$ cat src/rtl/dnn_pkg.sv
// Shared digit-recognition datapath definitions: class count, float8 layout,
// argmax FSM state encodings and the float8 ordering key.
package dnn_pkg;

  localparam int N_CLASSES = 10;
  localparam int FW        = 8;
  localparam int IDX_W     = 4;

  // Sign-magnitude float8; exponent above mantissa keeps the magnitude monotonic.
  typedef struct packed {
    logic       sign;
    logic [3:0] exp;
    logic [2:0] man;
  } float8_t;

  localparam logic [1:0] ST_IDLE = 2'b00;
  localparam logic [1:0] ST_SCAN = 2'b01;
  localparam logic [1:0] ST_DONE = 2'b10;

  // Signed ordering key; -0 and +0 both map to 0.
  function automatic logic signed [8:0] float8_key(input float8_t f);
    logic signed [8:0] mag;
    mag = {2'b00, f.exp, f.man};
    return f.sign ? -mag : mag;
  endfunction

endpackage

$ cat src/rtl/argmax_classifier_if.sv
// Handshake and data bundle between the FC2 stage (master) and the argmax stage (slave).
interface argmax_classifier_if;
  import dnn_pkg::*;

  logic                      ena;
  logic                      start;
  logic [N_CLASSES*FW-1:0]   scores_in;
  logic                      overflow_in;
  logic                      busy;
  logic                      done;
  logic [IDX_W-1:0]          digit;
  logic [FW-1:0]             max_score;
  logic                      overflow;
  logic                      low_conf;

  modport master (
    output ena, start, scores_in, overflow_in,
    input  busy, done, digit, max_score, overflow, low_conf
  );

  modport slave (
    input  ena, start, scores_in, overflow_in,
    output busy, done, digit, max_score, overflow, low_conf
  );

endinterface

$ cat src/rtl/float8_cmp.sv
// Combinational strict greater-than on two float8 values (-0 equals +0).
module float8_cmp
  import dnn_pkg::*;
(
  input  float8_t a,
  input  float8_t b,
  output logic    a_gt_b
);

  assign a_gt_b = float8_key(a) > float8_key(b);

endmodule

$ cat src/rtl/argmax_classifier.sv
// Sequential argmax over the FC2 class scores, one score per clock.
// Optional low-confidence flag enabled by defining ARGMAX_CONFIDENCE_EN.
module argmax_classifier
  import dnn_pkg::*;
(
  input  logic                clk,
  input  logic                iRst_n,
  argmax_classifier_if.slave  bus
);

  localparam logic [IDX_W-1:0] LAST_IDX = IDX_W'(N_CLASSES - 1);

  logic [1:0]                  state;
  float8_t [N_CLASSES-1:0]     scores_q;
  logic [IDX_W-1:0]            scan_idx;
  float8_t                     best_q;
  logic [IDX_W-1:0]            best_idx;
  logic [IDX_W-1:0]            digit_q;
  float8_t                     max_q;
  logic                        overflow_q;

  float8_t                     cur;
  logic                        cur_gt_best;
  float8_t                     best_nxt;
  logic [IDX_W-1:0]            idx_nxt;

  logic start_load;
  logic scan_step;
  logic scan_last;

  assign start_load = bus.ena && bus.start && (state == ST_IDLE || state == ST_DONE);
  assign scan_step  = bus.ena && (state == ST_SCAN);
  assign scan_last  = scan_step && (scan_idx == LAST_IDX);
  assign cur        = scores_q[scan_idx];

  float8_cmp u_cmp_best (
    .a      (cur),
    .b      (best_q),
    .a_gt_b (cur_gt_best)
  );

  // NOTE: defaults first so every path assigns, otherwise a latch is inferred.
  always_comb begin
    best_nxt = best_q;
    idx_nxt  = best_idx;
    if (cur_gt_best) begin
      best_nxt = cur;
      idx_nxt  = scan_idx;
    end
  end

  // NOTE: the score latch is always written before it is read, so it carries no reset.
  always_ff @(posedge clk) begin
    if (start_load) scores_q <= bus.scores_in;
  end

  // NOTE: sequential state uses non-blocking assignments only.
  always_ff @(posedge clk or negedge iRst_n) begin
    if (!iRst_n) begin
      state      <= ST_IDLE;
      scan_idx   <= '0;
      best_q     <= '0;
      best_idx   <= '0;
      digit_q    <= '0;
      max_q      <= '0;
      overflow_q <= 1'b0;
    end else if (!bus.ena) begin
      state <= ST_IDLE;
    end else begin
      case (state)
        ST_IDLE, ST_DONE: begin
          if (bus.start) begin
            state      <= ST_SCAN;
            best_q     <= bus.scores_in[FW-1:0];
            best_idx   <= '0;
            scan_idx   <= IDX_W'(1);
            overflow_q <= bus.overflow_in;
          end
        end
        ST_SCAN: begin
          best_q   <= best_nxt;
          best_idx <= idx_nxt;
          scan_idx <= scan_idx + 1'b1;
          if (scan_idx == LAST_IDX) begin
            state   <= ST_DONE;
            digit_q <= idx_nxt;
            max_q   <= best_nxt;
          end
        end
        default: state <= ST_IDLE;
      endcase
    end
  end

  assign bus.busy      = (state == ST_SCAN);
  assign bus.done      = (state == ST_DONE);
  assign bus.digit     = digit_q;
  assign bus.max_score = max_q;
  assign bus.overflow  = overflow_q;

`ifdef ARGMAX_CONFIDENCE_EN
  localparam logic [7:0] CONF_MARGIN = 8'd8;

  float8_t           second_q;
  logic              second_vld;
  logic              cur_gt_second;
  float8_t           second_nxt;
  logic signed [8:0] best_key;
  logic signed [8:0] second_key;
  logic [9:0]        margin;
  logic              low_conf_q;

  float8_cmp u_cmp_second (
    .a      (cur),
    .b      (second_q),
    .a_gt_b (cur_gt_second)
  );

  // A displaced best becomes the runner-up; score0 is never its own runner-up.
  always_comb begin
    second_nxt = second_q;
    if (cur_gt_best)                      second_nxt = best_q;
    else if (!second_vld || cur_gt_second) second_nxt = cur;
    best_key   = float8_key(best_nxt);
    second_key = float8_key(second_nxt);
    margin     = {best_key[8], best_key} - {second_key[8], second_key};
  end

  always_ff @(posedge clk or negedge iRst_n) begin
    if (!iRst_n) begin
      second_q   <= '0;
      second_vld <= 1'b0;
      low_conf_q <= 1'b0;
    end else if (start_load) begin
      second_vld <= 1'b0;
    end else if (scan_step) begin
      second_q   <= second_nxt;
      second_vld <= 1'b1;
      if (scan_last) low_conf_q <= (margin < {2'b00, CONF_MARGIN});
    end
  end

  assign bus.low_conf = low_conf_q;
`else
  assign bus.low_conf = 1'b0;
`endif

endmodule
$ cat src/flat_wrapper.sv
// flat-port wrapper written by rule: the top's interface ports become plain ports
module argmax_classifier_flat import dnn_pkg::*;
  (clk, iRst_n, bus_ena, bus_start, bus_scores_in, bus_overflow_in, bus_busy, bus_done, bus_digit, bus_max_score, bus_overflow, bus_low_conf);
  argmax_classifier_if bus_i ();
  input  logic clk;
  input  logic iRst_n;
  input wire logic [$bits(bus_i.ena)-1:0] bus_ena;
  input wire logic [$bits(bus_i.start)-1:0] bus_start;
  input wire logic [$bits(bus_i.scores_in)-1:0] bus_scores_in;
  input wire logic [$bits(bus_i.overflow_in)-1:0] bus_overflow_in;
  output wire logic [$bits(bus_i.busy)-1:0] bus_busy;
  output wire logic [$bits(bus_i.done)-1:0] bus_done;
  output wire logic [$bits(bus_i.digit)-1:0] bus_digit;
  output wire logic [$bits(bus_i.max_score)-1:0] bus_max_score;
  output wire logic [$bits(bus_i.overflow)-1:0] bus_overflow;
  output wire logic [$bits(bus_i.low_conf)-1:0] bus_low_conf;
  assign bus_i.ena = bus_ena;
  assign bus_i.start = bus_start;
  assign bus_i.scores_in = bus_scores_in;
  assign bus_i.overflow_in = bus_overflow_in;
  assign bus_busy = bus_i.busy;
  assign bus_done = bus_i.done;
  assign bus_digit = bus_i.digit;
  assign bus_max_score = bus_i.max_score;
  assign bus_overflow = bus_i.overflow;
  assign bus_low_conf = bus_i.low_conf;
  argmax_classifier u_core (.clk(clk), .iRst_n(iRst_n), .bus(bus_i));
endmodule
$ cat config.mk
export PLATFORM = sky130hd
export DESIGN_NAME = argmax_classifier_flat
export DESIGN_NICKNAME = d
export VERILOG_FILES = /design/src/rtl/dnn_pkg.sv /design/src/rtl/argmax_classifier_if.sv /design/src/rtl/float8_cmp.sv /design/src/rtl/argmax_classifier.sv /design/src/flat_wrapper.sv
export SDC_FILE = /design/constraint.sdc
export NUM_CORES = 1
export LEC_CHECK = 0
export BUFFER_PORTS_ARGS = -buffer_cell sky130_fd_sc_hd__buf_2
export CAP_MARGIN = 30
export CORE_MARGIN = 10
export CORE_UTILIZATION = 31
export DETAILED_ROUTE_END_ITERATION = 7
export HOLD_SLACK_MARGIN = 0.05
export PLACE_DENSITY = 0.61
export RECOVER_POWER = 50
export SLEW_MARGIN = 15
export SYNTH_ARGS = -nofsm -noshare
export SYNTH_HDL_FRONTEND = slang
export SYNTH_HIERARCHICAL = 1
export SYNTH_SLANG_ARGS = --single-unit
$ cat constraint.sdc
create_clock -name clk -period 9.35 [get_ports clk]
set_clock_uncertainty 0.15 [all_clocks]
set_input_delay 1.87 -clock clk [delete_from_list [all_inputs] [get_ports clk]]
set_output_delay 1.87 -clock clk [all_outputs]
set_load 0.01 [all_outputs]
Word level (Yosys, flattened, before mapping)
Cells that the tools add are included.
{ "totals": {"register_bits": 111, "elab_cells": 78} }
{ "op_classes": {"n_addsub": 3, "magnitude_cmp": 2, "n_eq_ne": 6, "n_mux": 16, "reduce_logical": 10} }
{ "op_table": {"columns": ["operator", "count"], "rows": [
  ["binary-select mux 8 bit (select 4 bit)", 1],
  ["two-way mux 8 bit", 3],
  ["two-way mux 9 bit", 2],
  ["negator 7 -> 9 bit", 2],
  ["one-hot mux 4 bit (2 select lines)", 2],
  ["one-hot mux 8 bit (2 select lines)", 1],
  ["two-way mux 4 bit", 3],
  ["greater-than comparator 9 bit", 1],
  ["AND reduction 3 bit", 3],
  ["two-way mux 2 bit", 3],
  ["less-than comparator 4 x 5 -> 1 bit, second input constant", 1],
  ["adder 4 x 1 -> 4 bit, second input constant", 1],
  ["equality test 4 bit, second input constant", 1],
  ["one-hot mux 2 bit (2 select lines)", 1],
  ["!= test 3 x 2 -> 1 bit, second input constant", 1],
  ["!= test 3 bit, second input constant", 1],
  ["equality test 2 x 1 -> 1 bit, second input constant", 1],
  ["equality test 2 bit, second input constant", 1],
  ["logical AND 1 bit", 2],
  ["zero test 2 bit", 1],
  ["!= test 2 bit, second input constant", 1],
  ["AND reduction 2 bit", 1],
  ["nonzero test 2 bit", 1],
  ["OR reduction 2 bit", 1],
  ["logical OR 1 bit", 1]
]} }

Longest topological paths before layout
{ "logic_depth": {"word_depth": 7, "ltp_mapped": 21, "mapped_depth_nobuf": 18} }

Cells and area by module
Netlist, hierarchy kept.
{ "modules_own_cells": {"columns": ["mod", "instances", "cells_each", "area_per_inst_um2", "seq_area_each_um2"], "rows": [
  ["argmax_classifier", 1, 317, 4697.0, 3178.0],
  ["float8_cmp", 1, 67, 505.5, 0.0]
]} }

Worst setup path before layout
OpenSTA, ideal clock, no wires.
{ "synth_path": {"path_kind": "reg-to-reg", "start": "register u_core.scan_idx[0]", "end": "register u_core/best_q[0] in the netlist's numbering", "setup_time_ns": 0.130, "t_arrival_ns": 3.505, "required_time_ns": 9.070, "path_slack_ns": 5.565, "stages_incl_launch_ff": 22, "path_buffers": 3, "period_less_slack_ns": 3.785, "path_cell_list": "dfrtp_1 > buf_6 > buf_8 > nor2_2 > a221oi_1 > a21boi_1 > inv_1 > inv_1 > ha_1 > nand2_1 > o31ai_1 > xnor2_1 > ha_1 > nand3_1 > nor3_1 > a211oi_1 > a221oi_1 > and3b_1 > o21ai_1 > buf_2 > a22oi_1 > o21ai_1"} }
{ "synth_rtl": {"columns": ["item", "line_no", "rtl"], "rows": [
  ["start, declared", "argmax_classifier.sv:15", "logic [IDX_W-1:0] scan_idx;"],
  ["start signal, assigned", "argmax_classifier.sv:83", "scan_idx <= scan_idx + 1'b1;"],
  ["end signal, assigned", "argmax_classifier.sv:74", "best_q <= bus.scores_in[FW-1:0];"],
  ["end signal, assigned", "argmax_classifier.sv:81", "best_q <= best_nxt;"],
  ["end, declared", "argmax_classifier.sv:16", "float8_t best_q;"]
]} }

==> results list <==
* Unrepaired setup endpoints after global routing: false
- The design draws 1.645 mW.
* Final-layout setup total negative slack: 0 ns
* Category of the critical setup timing path: register to register
* Initial antenna violation count: 0
* Count of endpoints failing setup in the final report: 0
* Net switching power of the design: 601.4 uW
* P&R area growth vs syn: 18.88%
- Count of different cell masters after synthesis: 49
- Of the total synthesized cell area, the portion taken by XOR and XNOR cells is 0.02020.
* Power per cell area: 265.9 mW/mm^2
- In this run the mean area of a mapped cell was 13.55 sq um.
* Number of violations of the max-capacitance limit: 1
- Data arrival at the endpoint of the critical path: 5.23 ns
- The clock drives 111 sinks.
- Violated checks: capacitance limit, slew limit
- Of the total synthesized cell area, the portion taken by full adders, half adders and majority gates is 0.03127.
* Worst Setup End Kind: register
* Height of the die: 149.5 um
- After synthesis, the share of cell area in mux cells is 0.09067.
- Final Critical Period: 5.097 ns
- Hold/Removal Path Class: register to register
- Initial core utilization: 0.3148
- The floorplan step defined a die boundary enclosing 0.02236 sq mm.
- STA classifies the critical path startpoint as a register.
- The area fraction in compound gates after synthesis is 0.1190.
* Largest family of logic cells by synthesized area: compound AO/OA/AOI/OAI gates
- For this run, asynchronously set or reset flops after synthesis account for 0.2793.
- DRC violations left: 0
- The longest clock path from root to sink contains 2 buffers.
- CTS resizes: 0
* Required time at the endpoint of the critical path: 9.48 ns
- The congestion estimate from routability-driven global placement came to 0.8412.
* Core region area: 0.01652 sq mm
- Post-route cell area: 0.006185 sq mm
- Count of hold-fix buffers inserted at cts: 0
- Number of DRC markers in iteration 0: 226
- Part of the power in combinational logic: 0.373
- ANT nets after route: 0
- Maximum level of the CTS H-tree: 3
* Synth Register Bits: 111
- Post-Synth Simple-Gate Area: 0.08393
- The filler cells instantiated in the layout total 1,574.
* VDD IR-drop max: 131.3 uV
- Detailed placement ended at an HPWL of 9744 um.
- The final layout contains 578 nets.
- Post-CTS repair timing setup buffer count: 0
- After synthesis the cells add up to 0.005202 sq mm.
- Hold Vio Cnt, Final: 0
- Post-Syn Instances: 384
* Cell area after placement: 0.005888 sq mm
- Vias: 3,346
- TritonCTS clock tree: built
* Detailed-route vias per instance: 4.746
* Clock Root Buffer: clkbuf_16
- Hold timing on the final database bottoms out at a slack of 0.3440 ns.
* Die Width: 149.5 um
- The share of total power dissipated in the clock network is 0.240.
- The final count of pins violating max slew came to 32.
* Total length of routed wires: 13,060 um
- Vias in the first global route: 3,684
- The first global-routing pass estimated 20,400 um of wire.
* Number of antenna diodes: 0
* Part of the total power dissipated in sequential elements: 0.387
* Measured slew at the worst slew-check pin: 1.798 ns
- Achievable Freq: 196.2 MHz
* Worst max-slew margin expressed relative to the limit: -0.1986
- Entering global routing, the biggest net connects 67 pins.
- Routed length per placed instance: 18.52 um
* Switching Share: 0.3656
- Sequential element share of the synthesized area: 0.6109
- Synthesized netlist net count: 482
- Post-synth EDFFs: 80
- Remaining global-route overflow: 0
* Worst-skew pair later-pin latency: 0.36 ns
- Port buffering added 99 buffers.
- Yosys synthesis warning count: 6
- Clock Pin Slew Worst Setup and Hold Paths: 0.08 ns
* Share of the clock period used by the worst path: 0.5451
* Standard-cell rows: 47
- Total iterations of the first detailed-routing run: 4
- Gr usage total: 0.1186
* Most used flip-flop cell after synthesis: edfxtp_1
- The number of placed instances, taps included, is 688.
- The flow ran to the end, but the final reports show violations.
* Number of buffers inserted during clock tree synthesis: 9
- Summed over all cells, the static leakage comes to 2.540 nW.
- In this run the count of I/O pins placed on the die edge is 101.
* Post-Layout Cell Count: 705
- Critical path fanouts, max: 19
* Layout cells sized above 1: 0.2804
- Cell internal power was estimated by the tool at 1.043 mW.
[cells in the mapped netlist, types with 4 or more instances]
cell type | number | area [sq um]
a211oi_2 | 8 | 100.1
clkbuf_1 | 5 | 18.77
a221oi_1 | 8 | 70.07
buf_2 | 5 | 25.02
o21ai_0 | 8 | 40.04
a21boi_1 | 9 | 67.56
edfxtp_1 | 80 | 2402
dfrtp_1 | 31 | 775.7
nor2_1 | 25 | 93.84
o21ai_1 | 9 | 45.04
nand2b_1 | 4 | 25.02
xor2_1 | 4 | 35.03
inv_1 | 19 | 71.32
mux2i_1 | 37 | 370.4
buf_6 | 4 | 45.04
ha_1 | 13 | 162.7
a22oi_1 | 16 | 120.1
nand2_1 | 19 | 71.32
buf_4 | 4 | 30.03
a21oi_1 | 9 | 45.04
xnor2_1 | 8 | 70.07
mux2_2 | 9 | 101.4
and3_1 | 9 | 56.30
nor2b_1 | 5 | 31.28
[power by group through the flow]
stage / clock network [mW] / logic [mW] / registers, mW
2_1_floorplan: 0 / 0.475 / 0.620
3_3_place_gp: 0 / 0.601 / 0.649
3_5_place_dp: 0 / 0.608 / 0.647
4_1_cts: 0.407 / 0.613 / 0.637
5_1_grt: 0.423 / 0.684 / 0.643
6_report: 0.395 / 0.613 / 0.637
[layout by cell type, fill, tap and decap left out, types with 3 or more instances in the layout]
master / netlist / routed
a22oi_1: 16 / 16
nor2b_1: 5 / 5
clkbuf_16: 0 / 9
a21oi_1: 9 / 9
o31ai_1: 3 / 3
o21ai_1: 9 / 9
o21ai_0: 8 / 8
a22o_1: 3 / 3
ha_1: 13 / 13
nand2_1: 19 / 19
dfrtp_1: 31 / 31
mux2i_1: 37 / 37
nand3_1: 3 / 3
nor2_1: 25 / 25
xor2_1: 4 / 4
edfxtp_1: 80 / 80
clkbuf_1: 5 / 10
a221oi_1: 8 / 7
a211oi_2: 8 / 8
nand2b_1: 4 / 4
xnor2_1: 8 / 8
and3_1: 9 / 9
inv_1: 19 / 19
mux2_2: 9 / 9
a21boi_1: 9 / 9
buf_2: 5 / 89
buf_4: 4 / 5
[stage by stage]
step,util,worst slack [ns]
after global routing,0.3743,3.750
after detailed placement,0.3563,4.014
after floorplan,-,5.565
final,0.3743,4.253
after global placement,0.3547,4.303
after CTS,0.3749,3.962
[registers in the layout, indices dropped and copies added, names as in the netlist]
| name | cells |
|---|---|
| u_core/bus.overflow | 1 |
| u_core/best_q | 8 |
| u_core/bus.max_score | 8 |
| u_core/scores_q | 80 |
| u_core/state | 2 |
| u_core/best_idx | 4 |
| u_core/scan_idx | 4 |
| u_core/bus.digit | 4 |
[cell type report]
class / instances / area [sq um] / share of cell area
clock inverters: 7 / 81.33 / 0.01315
flip-flops and latches: 111 / 3178 / 0.5139
well taps: 220 / 275.3 / 0.04451
repair buffers: 105 / 548.0 / 0.08861
inverters: 19 / 71.32 / 0.01153
clock buffers: 9 / 225.2 / 0.03642
multi-input cells: 234 / 1805 / 0.2919
[cells by family after synthesis]
group | after synthesis
buf+inv | 39
mux | 46
fa+ha+maj | 13
flops | 111
simple gates | 81
compound gates | 81
xor+xnor | 12
other cells | 1
[path summary, 6_finish.rpt]
check,start,endpoint,slack (ns),cells past startpoint
setup reg to reg,u_core/scan_idx[0],u_core/best_q[6],4.25,19
setup / recovery,u_core/scan_idx[0],u_core/best_q[6],4.25,19
min in group asynchronous,iRst_n,u_core/best_q[6],1.84,1
hold / removal,u_core/best_idx[0],u_core/best_idx[0],0.34,2
max in group asynchronous,iRst_n,u_core/bus.max_score[6],6.17,1
hold reg to reg,u_core/best_idx[0],u_core/best_idx[0],0.34,2
[metal layers]
metal,up-vias,track usage,part of all wire
li1,1623,-,-
met3,14,0.03714,0.058
met1,1617,0.1445,0.44
met5,-,0,0
met2,92,0.1922,0.48
met4,0,0.04514,0.017
[worst max-delay path, cell delays in order, from the launching register on]
cell and delay, ns:
dfrtp_1 0.75, buf_4 0.41, nor2b_1 0.51, a221oi_1 0.18
a21boi_1 0.20, inv_1 0.08, inv_1 0.15, ha_1 0.22
nand2_1 0.09, o31ai_1 0.25, xnor2_1 0.17, ha_1 0.27
a21o_1 0.16, a211oi_1 0.30, a221oi_2 0.11, and3b_1 0.20
o21ai_1 0.34, buf_4 0.26, a22oi_1 0.08, o21ai_1 0.14
Note: power is estimated with default switching activity, not from simulation.
